## config.mk

```make
export PLATFORM = sky130hd
export DESIGN_NAME = regfile_wr_arbiter_flat
export DESIGN_NICKNAME = d
export VERILOG_FILES = /design/src/rtl/regfile_wr_arbiter_pkg.sv /design/src/rtl/regfile_wr_arbiter_if.sv /design/src/rtl/regfile_wr_arbiter_rf_dec5to32.sv /design/src/rtl/regfile_wr_arbiter.sv /design/src/flat_wrapper.sv
export SDC_FILE = /design/constraint.sdc
export NUM_CORES = 1
export LEC_CHECK = 0
export BUFFER_PORTS_ARGS = -buffer_cell sky130_fd_sc_hd__buf_2
export CORE_MARGIN = 3
export CORE_UTILIZATION = 45
export CTS_BUF_LIST = sky130_fd_sc_hd__clkbuf_4 sky130_fd_sc_hd__clkbuf_8
export DETAILED_ROUTE_END_ITERATION = 8
export PLACE_DENSITY = 0.84
export REMOVE_ABC_BUFFERS = 1
export SYNTH_ARGS = -nofsm -noshare
export SYNTH_HDL_FRONTEND = slang
export SYNTH_SLANG_ARGS = --single-unit
```

## constraint.sdc

```tcl
create_clock -name Clk -period 5.1 [get_ports Clk]
set_input_delay 1.02 -clock Clk [delete_from_list [all_inputs] [get_ports Clk]]
set_output_delay 1.02 -clock Clk [all_outputs]
set_load 0.03 [all_outputs]
```

## src/rtl/regfile_wr_arbiter_pkg.sv

```systemverilog
// Shared constants and the source identifier for the register-file write arbiter.
package regfile_wr_pkg;

   localparam int DW   = 32;
   localparam int AW   = 5;
   localparam int NREG = 2 ** AW;
   localparam int CW   = 16;

   typedef enum logic {
      SRC_A = 1'b0,
      SRC_B = 1'b1
   } src_e;

endpackage

```

## src/rtl/regfile_wr_arbiter_if.sv

```systemverilog
// Writeback request/response bundle between the two sources, the arbiter and the register file.
interface regfile_wr_arbiter_if;
   import regfile_wr_pkg::*;

   logic            AValid;
   logic [AW-1:0]   AAddr;
   logic [DW-1:0]   AData;
   logic            AReady;
   logic            BValid;
   logic [AW-1:0]   BAddr;
   logic [DW-1:0]   BData;
   logic            BReady;
   logic [DW-1:0]   WrD;
   logic [NREG-1:0] WrEn;
   logic [NREG-1:0] Pend;
   logic            Busy;
   logic [CW-1:0]   ConfCnt;

   modport master (
      output AValid, AAddr, AData, BValid, BAddr, BData,
      input  AReady, BReady, WrD, WrEn, Pend, Busy, ConfCnt
   );

   modport slave (
      input  AValid, AAddr, AData, BValid, BAddr, BData,
      output AReady, BReady, WrD, WrEn, Pend, Busy, ConfCnt
   );

endinterface

```

## src/rtl/regfile_wr_arbiter_rf_dec5to32.sv

```systemverilog
// Register address to one-hot decoder; all zeros when the enable is low.
module rf_dec5to32
   import regfile_wr_pkg::*;
(
   input  logic [AW-1:0]   addr,
   input  logic            en,
   output logic [NREG-1:0] onehot
);

   always_comb begin
      onehot = '0;
      if (en) begin
         onehot[addr] = 1'b1;
      end
   end

endmodule

```

## src/rtl/regfile_wr_arbiter.sv

```systemverilog
// Two-source arbiter for the single register-file write port, one holding slot per source.
// Optional saturating conflict counter enabled by defining REGWR_CONFLICT_CNT_EN.
module regfile_wr_arbiter
   import regfile_wr_pkg::*;
(
   input  logic                 Clk,
   input  logic                 Clrn,
   regfile_wr_arbiter_if.slave  bus
);

   logic            full_a, full_b;
   logic [AW-1:0]   addr_a, addr_b;
   logic [DW-1:0]   data_a, data_b;
   src_e            age_q;
   src_e            rr_q;
   logic            tie_q;
   logic [DW-1:0]   wrd_q;

   logic            live_a, live_b, zero_a, zero_b;
   logic            grant_a, grant_b, grant_any, use_rr;
   logic            ready_a, ready_b, load_a, load_b;
   logic [AW-1:0]   grant_addr;
   logic [DW-1:0]   grant_data;
   logic [NREG-1:0] wr_en, pend_a, pend_b, pend_all;

   // A slot holding r0 is not a competitor: it just drains on the next edge.
   assign live_a = full_a & (addr_a != '0);
   assign live_b = full_b & (addr_b != '0);
   assign zero_a = full_a & (addr_a == '0);
   assign zero_b = full_b & (addr_b == '0);

   always_comb begin
      grant_a = 1'b0;
      grant_b = 1'b0;
      use_rr  = 1'b0;
      if (live_a && live_b) begin
         if (!tie_q) begin
            grant_a = (age_q == SRC_A);
            grant_b = (age_q == SRC_B);
         end else if (addr_a == addr_b) begin
            grant_a = 1'b1;
         end else begin
            use_rr  = 1'b1;
            grant_a = (rr_q == SRC_A);
            grant_b = (rr_q == SRC_B);
         end
      end else if (live_a) begin
         grant_a = 1'b1;
      end else if (live_b) begin
         grant_b = 1'b1;
      end
   end

   assign grant_any  = grant_a | grant_b;
   assign grant_addr = grant_b ? addr_b : addr_a;
   assign grant_data = grant_b ? data_b : data_a;

   assign ready_a = ~full_a | grant_a | zero_a;
   assign ready_b = ~full_b | grant_b | zero_b;
   assign load_a  = bus.AValid & ready_a;
   assign load_b  = bus.BValid & ready_b;

   always_ff @(posedge Clk or negedge Clrn) begin
      if (!Clrn) begin
         full_a <= 1'b0;
         full_b <= 1'b0;
         addr_a <= '0;
         addr_b <= '0;
         data_a <= '0;
         data_b <= '0;
      end else begin
         if (load_a) begin
            full_a <= 1'b1;
            addr_a <= bus.AAddr;
            data_a <= bus.AData;
         end else if (grant_a || zero_a) begin
            full_a <= 1'b0;
         end
         if (load_b) begin
            full_b <= 1'b1;
            addr_b <= bus.BAddr;
            data_b <= bus.BData;
         end else if (grant_b || zero_b) begin
            full_b <= 1'b0;
         end
      end
   end

   // A lone load makes the other (held) slot the older one; a joint load is a tie for RR.
   always_ff @(posedge Clk or negedge Clrn) begin
      if (!Clrn) begin
         age_q <= SRC_A;
         tie_q <= 1'b0;
         rr_q  <= SRC_A;
         wrd_q <= '0;
      end else begin
         if (load_a && load_b) begin
            tie_q <= 1'b1;
         end else if (load_a) begin
            tie_q <= 1'b0;
            age_q <= SRC_B;
         end else if (load_b) begin
            tie_q <= 1'b0;
            age_q <= SRC_A;
         end
         if (use_rr) begin
            rr_q <= (rr_q == SRC_A) ? SRC_B : SRC_A;
         end
         if (grant_any) begin
            wrd_q <= grant_data;
         end
      end
   end

   rf_dec5to32 u_dec_wr (.addr(grant_addr), .en(grant_any), .onehot(wr_en));
   rf_dec5to32 u_dec_pa (.addr(addr_a),     .en(full_a),    .onehot(pend_a));
   rf_dec5to32 u_dec_pb (.addr(addr_b),     .en(full_b),    .onehot(pend_b));

   assign pend_all    = pend_a | pend_b;
   assign bus.Pend    = {pend_all[NREG-1:1], 1'b0};
   assign bus.WrEn    = wr_en;
   assign bus.WrD     = grant_any ? grant_data : wrd_q;
   assign bus.AReady  = ready_a;
   assign bus.BReady  = ready_b;
   assign bus.Busy    = full_a | full_b;

`ifdef REGWR_CONFLICT_CNT_EN
   logic [CW-1:0] conf_q;

   always_ff @(posedge Clk or negedge Clrn) begin
      if (!Clrn) begin
         conf_q <= '0;
      end else if (live_a && live_b && (conf_q != '1)) begin
         conf_q <= conf_q + 1'b1;
      end
   end

   assign bus.ConfCnt = conf_q;
`else
   assign bus.ConfCnt = '0;
`endif

endmodule

```

## src/flat_wrapper.sv

```systemverilog
// flat-port wrapper written by rule: the top's interface ports become plain ports
module regfile_wr_arbiter_flat import regfile_wr_pkg::*;
  (Clk, Clrn, bus_AValid, bus_AAddr, bus_AData, bus_BValid, bus_BAddr, bus_BData, bus_AReady, bus_BReady, bus_WrD, bus_WrEn, bus_Pend, bus_Busy, bus_ConfCnt);
  regfile_wr_arbiter_if bus_i ();
  input  logic Clk;
  input  logic Clrn;
  input wire logic [$bits(bus_i.AValid)-1:0] bus_AValid;
  input wire logic [$bits(bus_i.AAddr)-1:0] bus_AAddr;
  input wire logic [$bits(bus_i.AData)-1:0] bus_AData;
  input wire logic [$bits(bus_i.BValid)-1:0] bus_BValid;
  input wire logic [$bits(bus_i.BAddr)-1:0] bus_BAddr;
  input wire logic [$bits(bus_i.BData)-1:0] bus_BData;
  output wire logic [$bits(bus_i.AReady)-1:0] bus_AReady;
  output wire logic [$bits(bus_i.BReady)-1:0] bus_BReady;
  output wire logic [$bits(bus_i.WrD)-1:0] bus_WrD;
  output wire logic [$bits(bus_i.WrEn)-1:0] bus_WrEn;
  output wire logic [$bits(bus_i.Pend)-1:0] bus_Pend;
  output wire logic [$bits(bus_i.Busy)-1:0] bus_Busy;
  output wire logic [$bits(bus_i.ConfCnt)-1:0] bus_ConfCnt;
  assign bus_i.AValid = bus_AValid;
  assign bus_i.AAddr = bus_AAddr;
  assign bus_i.AData = bus_AData;
  assign bus_i.BValid = bus_BValid;
  assign bus_i.BAddr = bus_BAddr;
  assign bus_i.BData = bus_BData;
  assign bus_AReady = bus_i.AReady;
  assign bus_BReady = bus_i.BReady;
  assign bus_WrD = bus_i.WrD;
  assign bus_WrEn = bus_i.WrEn;
  assign bus_Pend = bus_i.Pend;
  assign bus_Busy = bus_i.Busy;
  assign bus_ConfCnt = bus_i.ConfCnt;
  regfile_wr_arbiter u_core (.Clk(Clk), .Clrn(Clrn), .bus(bus_i));
endmodule
```

Yosys cells after proc, flatten, opt, wreduce, memory -nomap -nowiden
Index checks and enable logic that the tools add are counted.

operators by class
  order comparisons = 6
  equality and inequality tests = 1
  muxes and demuxes = 33
  bitwise operators = 18
  reductions and logical operators = 16

operators by type and width
  kind                count
  $mux 32             5
  $or 32x32->32       1
  $mux 1              24
  $lt 5x6->1 const B  3
  $demux 1 s5         3
  $ge 5x1->1 const B  3
  $logic_not 5->1     2
  $reduce_bool 5->1   2
  $and 1x1->1         6
  $or 1x1->1          6
  $reduce_bool 2->1   3
  $eq 5x5->1          1
  $logic_and 1x1->1   5
  $mux 5              1
  $not 1->1           5
  $reduce_bool 3->1   1
  $logic_or 1x1->1    2
  $reduce_and 2->1    1

word-level totals
  register bits = 111
  logic and storage cells = 84

Logic depth before layout (Yosys ltp)
Gate-level depths: netlist of the first run.

  depth in word-level cells = 11
  gate-level depth with buffers = 9
  gate-level depth less buffers = 7

Cells and area by module
A second synthesis of the first run with hierarchy kept.

second synthesis, totals
  cell total of the unflattened synthesis = 505
  area total of the unflattened synthesis = 5,848.1 µm²

modules (own cells, without submodules)
  module              times used  cells each  area an instance (µm²)  sequential area each (µm²)
  regfile_wr_arbiter  1           364         5,157.4                 2,777.7
  rf_dec5to32         3           47          230.2                   0.0

Worst setup path before layout of the first run
No wires, ideal clock.

  path type = reg-to-output
  start point = reg u_core.addr_a[4]
  end point = out bus_WrEn[10]
  arrival = 2.354 ns
  setup slack = 1.726 ns
  stages on the path, launching flop included = 9
  buffers on the path = 3
  cells stage by stage = dfrtp_1 -> buf_2 -> xor2_1 -> nor3_1 -> a21oi_1 -> o31ai_1 -> buf_2 -> buf_2 -> mux2i_1

on the way
  word-level cells in the longest chain between the ends = 10
  elaborated cells on any way between the ends = 20
  those cells by class = order compare: 2; eq/ne: 1; mux: 12; bitwise: 2; reduce/logical: 3

ends and longest elaborated chain
  item                                                            RTL line                                            source
  from (decl)                                                     regfile_wr_arbiter.sv:12                            logic [AW-1:0] addr_a, addr_b;
  from (signal assigned)                                          regfile_wr_arbiter.sv:74                            addr_a <= bus.AAddr;
  $eq 5x5->1 or $reduce_bool 5->1 (tied branches)                 regfile_wr_arbiter.sv:40, regfile_wr_arbiter.sv:27
  $mux 1 or $and 1x1->1 (tied branches)                           regfile_wr_arbiter.sv:40, regfile_wr_arbiter.sv:27
  $mux 1 (tied with other cells)                                  regfile_wr_arbiter.sv:37                            if (!tie_q) begin
  $mux 1                                                          regfile_wr_arbiter.sv:36                            if (live_a && live_b) begin
  $mux 5                                                          regfile_wr_arbiter.sv:55                            assign grant_addr = grant_b ? addr_b : addr_a;
  $lt 5x6->1 (not written as such) or $ge 5x1->1 (tied branches)  regfile_wr_arbiter_rf_dec5to32.sv:13                onehot[addr] = 1'b1;
  $logic_and 1x1->1 (not written as such)                         regfile_wr_arbiter_rf_dec5to32.sv:13
  $mux 1 (not written as such)                                    regfile_wr_arbiter_rf_dec5to32.sv:13
  $demux 1 s5                                                     regfile_wr_arbiter_rf_dec5to32.sv:13
  $mux 32 *                                                       regfile_wr_arbiter_rf_dec5to32.sv:12                if (en) begin
  to (decl)                                                       flat_wrapper.sv:16                                  output wire logic [$bits(bus_i.WrEn)-1:0] bus_WrEn;

Every way passes the cells marked *; elsewhere a longest branch is shown, timed or not.

Final worst setup path of the first run
  start point = reg u_core.addr_b[3]
  end point = out bus_WrD[14]

on the way
  word-level cells in the longest chain between the ends = 7
  elaborated cells on any way between the ends = 15
  those cells by class = eq/ne: 1; mux: 10; bitwise: 2; reduce/logical: 2

ends and longest elaborated chain
  item                                   RTL line                                            source
  from (decl)                            regfile_wr_arbiter.sv:12
  from (signal assigned)                 regfile_wr_arbiter.sv:81                            addr_b <= bus.BAddr;
  $reduce_bool 5->1                      regfile_wr_arbiter.sv:28                            assign live_b = full_b & (addr_b != '0);
  $and 1x1->1                            regfile_wr_arbiter.sv:28
  $mux 1                                 regfile_wr_arbiter.sv:49                            end else if (live_b) begin
  $mux 1                                 regfile_wr_arbiter.sv:47                            end else if (live_a) begin
  $mux 1                                 regfile_wr_arbiter.sv:36
  $mux 32 or $or 1x1->1 (tied branches)  regfile_wr_arbiter.sv:56, regfile_wr_arbiter.sv:54
  $mux 32 *                              regfile_wr_arbiter.sv:122                           assign bus.WrD = grant_any ? grant_data : wrd_q;
  to (decl)                              flat_wrapper.sv:15                                  output wire logic [$bits(bus_i.WrD)-1:0] bus_WrD;

Marked as above.

==> impl_metrics.env, run 1 <==
export IMPL_peakVddDrop_mv=0.4255
export IMPL_cts_resized=0
export IMPL_p_leak_nw=3.356
export IMPL_yosysSeqAreaShare_pct=47.54
export IMPL_dpl_worst_slack_ns=1.159
export IMPL_slew_viol_final=0
export IMPL_hold_viol_final=0
export IMPL_yosys_register_bits=111
export IMPL_overflow=0
export IMPL_synth_cells=501
export IMPL_synth_xor_xnor_area_share_pct=0.8994
export IMPL_ant_nets=0
export IMPL_synthTopCellsByArea="dfrtp_1, mux2_2, mux2i_1"
export IMPL_synth_compound_area_share_pct=4.004
export IMPL_dp_hpwl_mm=10.76
export IMPL_start_util_pct=47.27
export IMPL_die_w_um=120.0
export IMPL_fp_row_count=40
export IMPL_hold_buffers=0
export IMPL_synth_cell_types=39
export IMPL_yosysTopAreaCell="dfrtp_1"
export IMPL_synthAdderAreaFrac_pct=0.4283
export IMPL_port_buffers=174
export IMPL_diodes=0
export IMPL_finalInstanceArea_um2=6974
export IMPL_worst_pin_slew_ns=1.194
export IMPL_io_pins=193
export IMPL_r2r_end="u_core.age_q$_DFFE_PN0P_"
export IMPL_setup_ws_ns=0.7313
export IMPL_cts_tree="built"
export IMPL_required_ns=4.08
export IMPL_multiInputGateArea_um2=2865
export IMPL_post_route_min_period_ns=4.369
export IMPL_synthMuxAreaShare_pct=33.10
export IMPL_synth_async_reset_ratio_pct=100.0
export IMPL_power_per_cell_area_nw_per_um2=560.6
export IMPL_dpl_cell_count=819
export IMPL_synth_edff_count=0
export IMPL_regToRegStartpoint="u_core.addr_a[4]$_DFFE_PN0P_"
export IMPL_setup_viol=0
export IMPL_final_seq_area_um2=2778
export IMPL_fin_skew_ns=0.01294
export IMPL_outcome="complete, no violations"
export IMPL_setup_worst_path_start="u_core.addr_b[3]$_DFFE_PN0P_"
export IMPL_synth_top_area_share_pct=47.54
export IMPL_firstDrtPassIters=5
export IMPL_rsz0062_at_grt="false"
export IMPL_crit_path_end_kind="output pin"
export IMPL_reg2reg_setup_slack_ns=1.85
export IMPL_period_share_pct=85.66
export IMPL_track_usage_pct=20.11
export IMPL_synth_main_ff_cell="dfrtp_1"
export IMPL_r2r_cells=6
export IMPL_dpl_instance_area_um2=6783
export IMPL_hold_path_class="reg -> reg"
export IMPL_fp_dieH_um=120.0
export IMPL_synth_top_family_by_area="multiplexers"
export IMPL_grt_pass1_wl_mm=23.50
export IMPL_cp_start_kind="register"
export IMPL_cts_setup_buffers=0
export IMPL_clkTransAtPathRegs_ns=0.09
export IMPL_drive_gt1_share_pct=52.02
export IMPL_gp_congestion=0.9997
export IMPL_fin_cells=835
export IMPL_fin_nets=742
export IMPL_path_max_fanout=63
export IMPL_max_freq_mhz=228.9
export IMPL_wl_per_cell_um=17.38
export IMPL_crit_type="reg -> out"
export IMPL_grt_max_degree=77
export IMPL_drt_initial_drc_count=302
export IMPL_numCtsBuffers=9
export IMPL_totalWireLength_mm=14.52
export IMPL_avgViaCountPerCell=5.278
export IMPL_routed_via_count=4407
export IMPL_synth_warning_count=0
export IMPL_critPathCapture="bus_WrD[14]"
export IMPL_cts_buffer_depth=2
export IMPL_clkLatencyLatePin_ns=0.36
export IMPL_clkSinkCount=111
export IMPL_synth_avg_cell_area_um2=11.66
export IMPL_dieArea_um2=14390
export IMPL_yosys_area_share_simple_pct=9.015
export IMPL_crit_arrival_ns=3.35
export IMPL_relSlewSlack_pct=20.42
export IMPL_max_cap_violations=0
export IMPL_synthesis_area_um2=5843
export IMPL_grt_pass1_vias=4661
export IMPL_syn_to_final_growth_pct=19.36
export IMPL_cts_max_level=3
export IMPL_fillerInstances=1065
export IMPL_core_area_um2=12360
export IMPL_drc=0
export IMPL_cts_root_buf="clkbuf_8"
export IMPL_grt_antenna_before_repair=0
## power by group
part / internal (mW) / switching [mW]
Clock: 0.219 / 0.287
Combinational: 0.810 / 1.20
Sequential: 1.20 / 0.190
Total: 2.23 / 1.68
## worst min-delay path by stage
stage / slack [ns] / end / cells past startpoint / from
floorplan: 0.47 / u_core.rr_q$_DFFE_PN0P_ / 1 / u_core.rr_q$_DFFE_PN0P_
global placement: 0.48 / u_core.data_b[12]$_DFFE_PN0P_ / 1 / u_core.data_b[12]$_DFFE_PN0P_
detailed placement: 0.49 / u_core.data_b[3]$_DFFE_PN0P_ / 1 / u_core.data_b[3]$_DFFE_PN0P_
CTS: 0.51 / u_core.rr_q$_DFFE_PN0P_ / 1 / u_core.rr_q$_DFFE_PN0P_
global route: 0.53 / u_core.data_b[9]$_DFFE_PN0P_ / 1 / u_core.data_b[9]$_DFFE_PN0P_
finish: 0.51 / u_core.data_a[23]$_DFFE_PN0P_ / 1 / u_core.data_a[23]$_DFFE_PN0P_
## synthesized netlist by cell type (2+ instances only)
cell	n
or2_2	3
nor3_1	4
dfrtp_1	111
inv_1	3
a21oi_1	2
clkbuf_1	8
mux2_2	130
nor2_1	13
nand3_1	2
nand2b_1	5
nand2_1	76
mux2i_1	32
mux2_4	10
xor2_1	5
buf_2	15
o21ai_0	31
buf_1	4
and2_1	3
buf_4	18
nor2b_1	5
ha_1	2
buf_6	2
## worst max-delay path: stages, from the launching register on
cell	delay (ns)
dfrtp_1	0.55
xor2_1	0.21
nor3_1	0.36
a21oi_1	0.19
o31ai_4	0.25
buf_4	0.74
mux2_2	0.44
buf_2	0.18
## layer usage
layer / part of all wire (%) / vias up / wire (um) / global-route usage, %
met4: 1.6 / 0 / 234 / 6.800
met5: 0 / - / 0 / 0
met3: 8.0 / 21 / 1167 / 3.629
met1: 40 / 2141 / 5877 / 24.84
met2: 50 / 235 / 7235 / 35.41
li1: - / 2010 / - / -
## sequential cells by signal (all words and copies together), names as in the netlist
name and cells:
u_core.age_q 1, u_core.wrd_q 32, u_core.full_b 1, u_core.tie_q 1, u_core.full_a 1, u_core.addr_a 5, u_core.rr_q 1, u_core.addr_b 5
u_core.data_a 32, u_core.data_b 32
## kinds of logic after synthesis
group,Yosys count
other,1
adder cells (fa/ha/maj),2
multiplexers,172
flip-flops,111
XOR/XNOR,6
AO/OA/AOI/OAI,40
buffers and inverters,50
AND/OR/NAND/NOR,119
## metrics by stage
stage | total power, mW | util, % | hold WS (ns) | setup TNS, ns
after floorplan | 2.917 | - | 0.4667 | -338.93
after global placement | 3.338 | 54.87 | 0.4829 | 0
after detailed placement | 3.422 | 54.87 | 0.4930 | 0
after CTS | 3.937 | 56.42 | 0.5135 | 0
after global routing | 4.139 | 56.42 | 0.5348 | 0
final | 3.910 | 56.42 | 0.5109 | 0
## cells in the final DEF (no fill, tap or decap), types with 2 or more instances in the layout
master,count
nand3_1,2
a21oi_1,2
nor3_1,4
nor2b_1,5
o21ai_0,31
or2_2,3
clkbuf_4,2
mux2_4,10
nor2_1,13
mux2i_1,32
dfrtp_1,111
xor2_1,5
ha_1,2
conb_1,18
inv_1,3
nand2_1,76
mux2_2,130
nand2b_1,5
and2_1,3
clkbuf_8,11
buf_2,173
buf_4,7
## layout make-up
class                      count  area share (%)
clock inverter                 3          0.3588
tap                          168           3.014
timing repair buffer         180           13.17
sequential                   111           39.83
multi-input combinational    357           41.08
clock buffer                  13           2.386
inverter                       3          0.1615
Note: power is estimated with default switching activity, not from simulation.
==> inputs of run 2 (changes only) <==
--- a/config.mk
+++ b/config.mk
@@ -10,7 +10,7 @@
 export CORE_UTILIZATION = 45
 export CTS_BUF_LIST = sky130_fd_sc_hd__clkbuf_4 sky130_fd_sc_hd__clkbuf_8
 export DETAILED_ROUTE_END_ITERATION = 8
-export PLACE_DENSITY = 0.84
+export PLACE_DENSITY = 0.77
 export REMOVE_ABC_BUFFERS = 1
 export SYNTH_ARGS = -nofsm -noshare
 export SYNTH_HDL_FRONTEND = slang
==> run 2 against run 1 <==
Compared with the run above:
- die area stayed put
- clock-buffer cell count down 3
- critical path type unchanged
- fmax decreased by 7.4%
- non-clock buffer count rose by 3
- critical path depth is the same
- global-route usage increased by 0.46 points
- setup slack lost 0.35 ns
- clock power is 1% lower
==> impl_metrics.env, run 2 (synthesis gave the netlist of run 1 again) <==
export IMPL_max_freq_mhz=212.1
export IMPL_setup_viol=0
export IMPL_gp_congestion=0.9379
export IMPL_io_pins=193
export IMPL_largestRegisters="u_core.data_a (32), u_core.data_b (32), u_core.wrd_q (32)"
export IMPL_path_max_fanout=52
export IMPL_core_area_um2=12360
export IMPL_p_sw_mw=1.705
export IMPL_overflow=0
export IMPL_totalWireLength_mm=14.70
export IMPL_power_per_cell_area_nw_per_um2=559.5
export IMPL_cts_root_buf="clkbuf_8"
export IMPL_avgViaCountPerCell=5.307
export IMPL_hold_path_class="reg -> reg"
export IMPL_drc=0
export IMPL_fp_dieH_um=120.0
export IMPL_cp_cell_sequence="xor2_1 > nor3_1 > a21oi_1 > o31ai_4 > buf_4 > mux2_2 > buf_2"
export IMPL_max_stage_delay_ns=0.76
export IMPL_r2r_end="u_core.data_b[29]$_DFFE_PN0P_"
export IMPL_routed_via_count=4447
export IMPL_peakVddDrop_mv=0.3935
export IMPL_fin_skew_ns=0.02219
export IMPL_p_leak_nw=3.366
export IMPL_hold_viol_final=0
export IMPL_fin_nets=745
export IMPL_final_cell_mix="buf_2, mux2_2, dfrtp_1"
export IMPL_clkTransAtPathRegs_ns=0.11
export IMPL_fillerInstances=1041
export IMPL_drt_initial_drc_count=221
export IMPL_cts_buffer_depth=2
export IMPL_slowest_stage="buf_4"
export IMPL_grt_pass1_vias=4700
export IMPL_period_share_pct=92.47
export IMPL_hold_buffers=0
export IMPL_layout_commonest_cell="buf_2"
export IMPL_rsz0062_at_grt="false"
export IMPL_clkLatencyLatePin_ns=0.38
export IMPL_regToRegStartpoint="u_core.addr_a[4]$_DFFE_PN0P_"
export IMPL_start_util_pct=47.27
export IMPL_utilization_pct=56.56
export IMPL_diodes=0
export IMPL_cts_setup_buffers=0
export IMPL_cts_resized=0
export IMPL_firstDrtPassIters=5
export IMPL_power_frac_comb_pct=52.2
export IMPL_clkSinkCount=111
export IMPL_p_int_mw=2.207
export IMPL_swShare_pct=43.59
export IMPL_ant_nets=0
export IMPL_grt_max_degree=72
export IMPL_syn_to_final_growth_pct=19.66
export IMPL_reg2reg_setup_slack_ns=1.75
export IMPL_whs_ns=0.5054
export IMPL_outcome="complete, no violations"
export IMPL_worst_pin_slew_ns=0.9024
export IMPL_p_clk_share_pct=12.8
export IMPL_slew_viol_final=0
export IMPL_fp_row_count=40
export IMPL_drive_gt1_share_pct=52.24
export IMPL_port_buffers=174
export IMPL_worstHoldPathCells=1
export IMPL_crit_arrival_ns=3.70
export IMPL_seqPwrFrac_pct=35.0
export IMPL_cts_max_level=3
export IMPL_required_ns=4.08
export IMPL_cp_start_kind="register"
export IMPL_grt_pass1_wl_mm=23.65
export IMPL_die_w_um=120.0
export IMPL_whs_endpoint="u_core.rr_q$_DFFE_PN0P_"
export IMPL_dieArea_um2=14390
export IMPL_numCtsBuffers=9
export IMPL_max_cap_violations=0
export IMPL_path_delay_family="buffers and inverters"
export IMPL_track_usage_pct=20.57
export IMPL_cp_num_buf_inv=2
export IMPL_wl_per_cell_um=17.55
export IMPL_grt_antenna_before_repair=0
export IMPL_post_route_min_period_ns=4.716
export IMPL_hp_start="u_core.rr_q$_DFFE_PN0P_"
export IMPL_crit_type="reg -> out"
export IMPL_crit_path_end_kind="output pin"
export IMPL_cts_tree="built"
export IMPL_total_power_mw=3.912
export IMPL_fin_setup_tns_ns=0
export IMPL_r2r_cells=7
export IMPL_relSlewSlack_pct=39.84
export IMPL_dp_hpwl_mm=10.88
[run 2: changes by cell type in the layout (fill, tap and decap cells not counted), sizes merged]
cell    previous run  this run
clkinv             1         3
clkbuf            13        10
buf              180       183
inv                4         5
[run 2: power groups by stage]
stage          logic [mW]  clock network, mW  registers (mW)
3_5_place_dp         2.05                  0            1.39
3_3_place_gp         1.99                  0            1.37
4_1_cts              2.05              0.517            1.37
2_1_floorplan        1.58                  0            1.34
6_report             2.04              0.500            1.37
5_1_grt              2.18              0.557            1.41
[run 2: through the flow]
| stage | cells | setup slack (ns) | instance area, um2 |
|---|---|---|---|
| 2_1_floorplan | 471 | -4.241 | 5629 |
| 3_3_place_gp | 822 | 0.9044 | 6805 |
| 3_5_place_dp | 822 | 0.8006 | 6805 |
| 4_1_cts | 838 | 0.3561 | 6992 |
| 5_1_grt | 838 | 0.06442 | 6992 |
| 6_report | 838 | 0.3843 | 6992 |
[run 2: layout make-up]
type	count	area, um2	area share [%]
clock buffer	10	131.4	1.879
clock inverter	6	55.05	0.7874
inverter	3	11.26	0.1611
multi-input combinational	357	2865	40.98
sequential	111	2778	39.73
tap	168	210.2	3.006
timing repair buffer	183	940.9	13.46
[run 2: metal layers]
metal | track usage (%) | share of wire (%)
met4 | 7.158 | 1.9
met5 | 0 | 0
met2 | 36.64 | 50
met1 | 23.53 | 38
met3 | 5.938 | 9.7
[run 2: worst max path at each step]
stage,end,slack [ns],cells past startpoint,start
3_5_place_dp,bus_WrD[8],0.80,7,u_core.addr_a[4]$_DFFE_PN0P_
5_1_grt,bus_WrD[8],0.06,7,u_core.addr_a[4]$_DFFE_PN0P_
6_report,bus_WrD[19],0.38,7,u_core.addr_a[4]$_DFFE_PN0P_
3_3_place_gp,bus_WrD[8],0.90,7,u_core.addr_a[4]$_DFFE_PN0P_
4_1_cts,bus_WrD[8],0.36,7,u_core.addr_a[4]$_DFFE_PN0P_
2_1_floorplan,bus_WrEn[10],-4.24,5,u_core.addr_b[4]$_DFFE_PN0P_
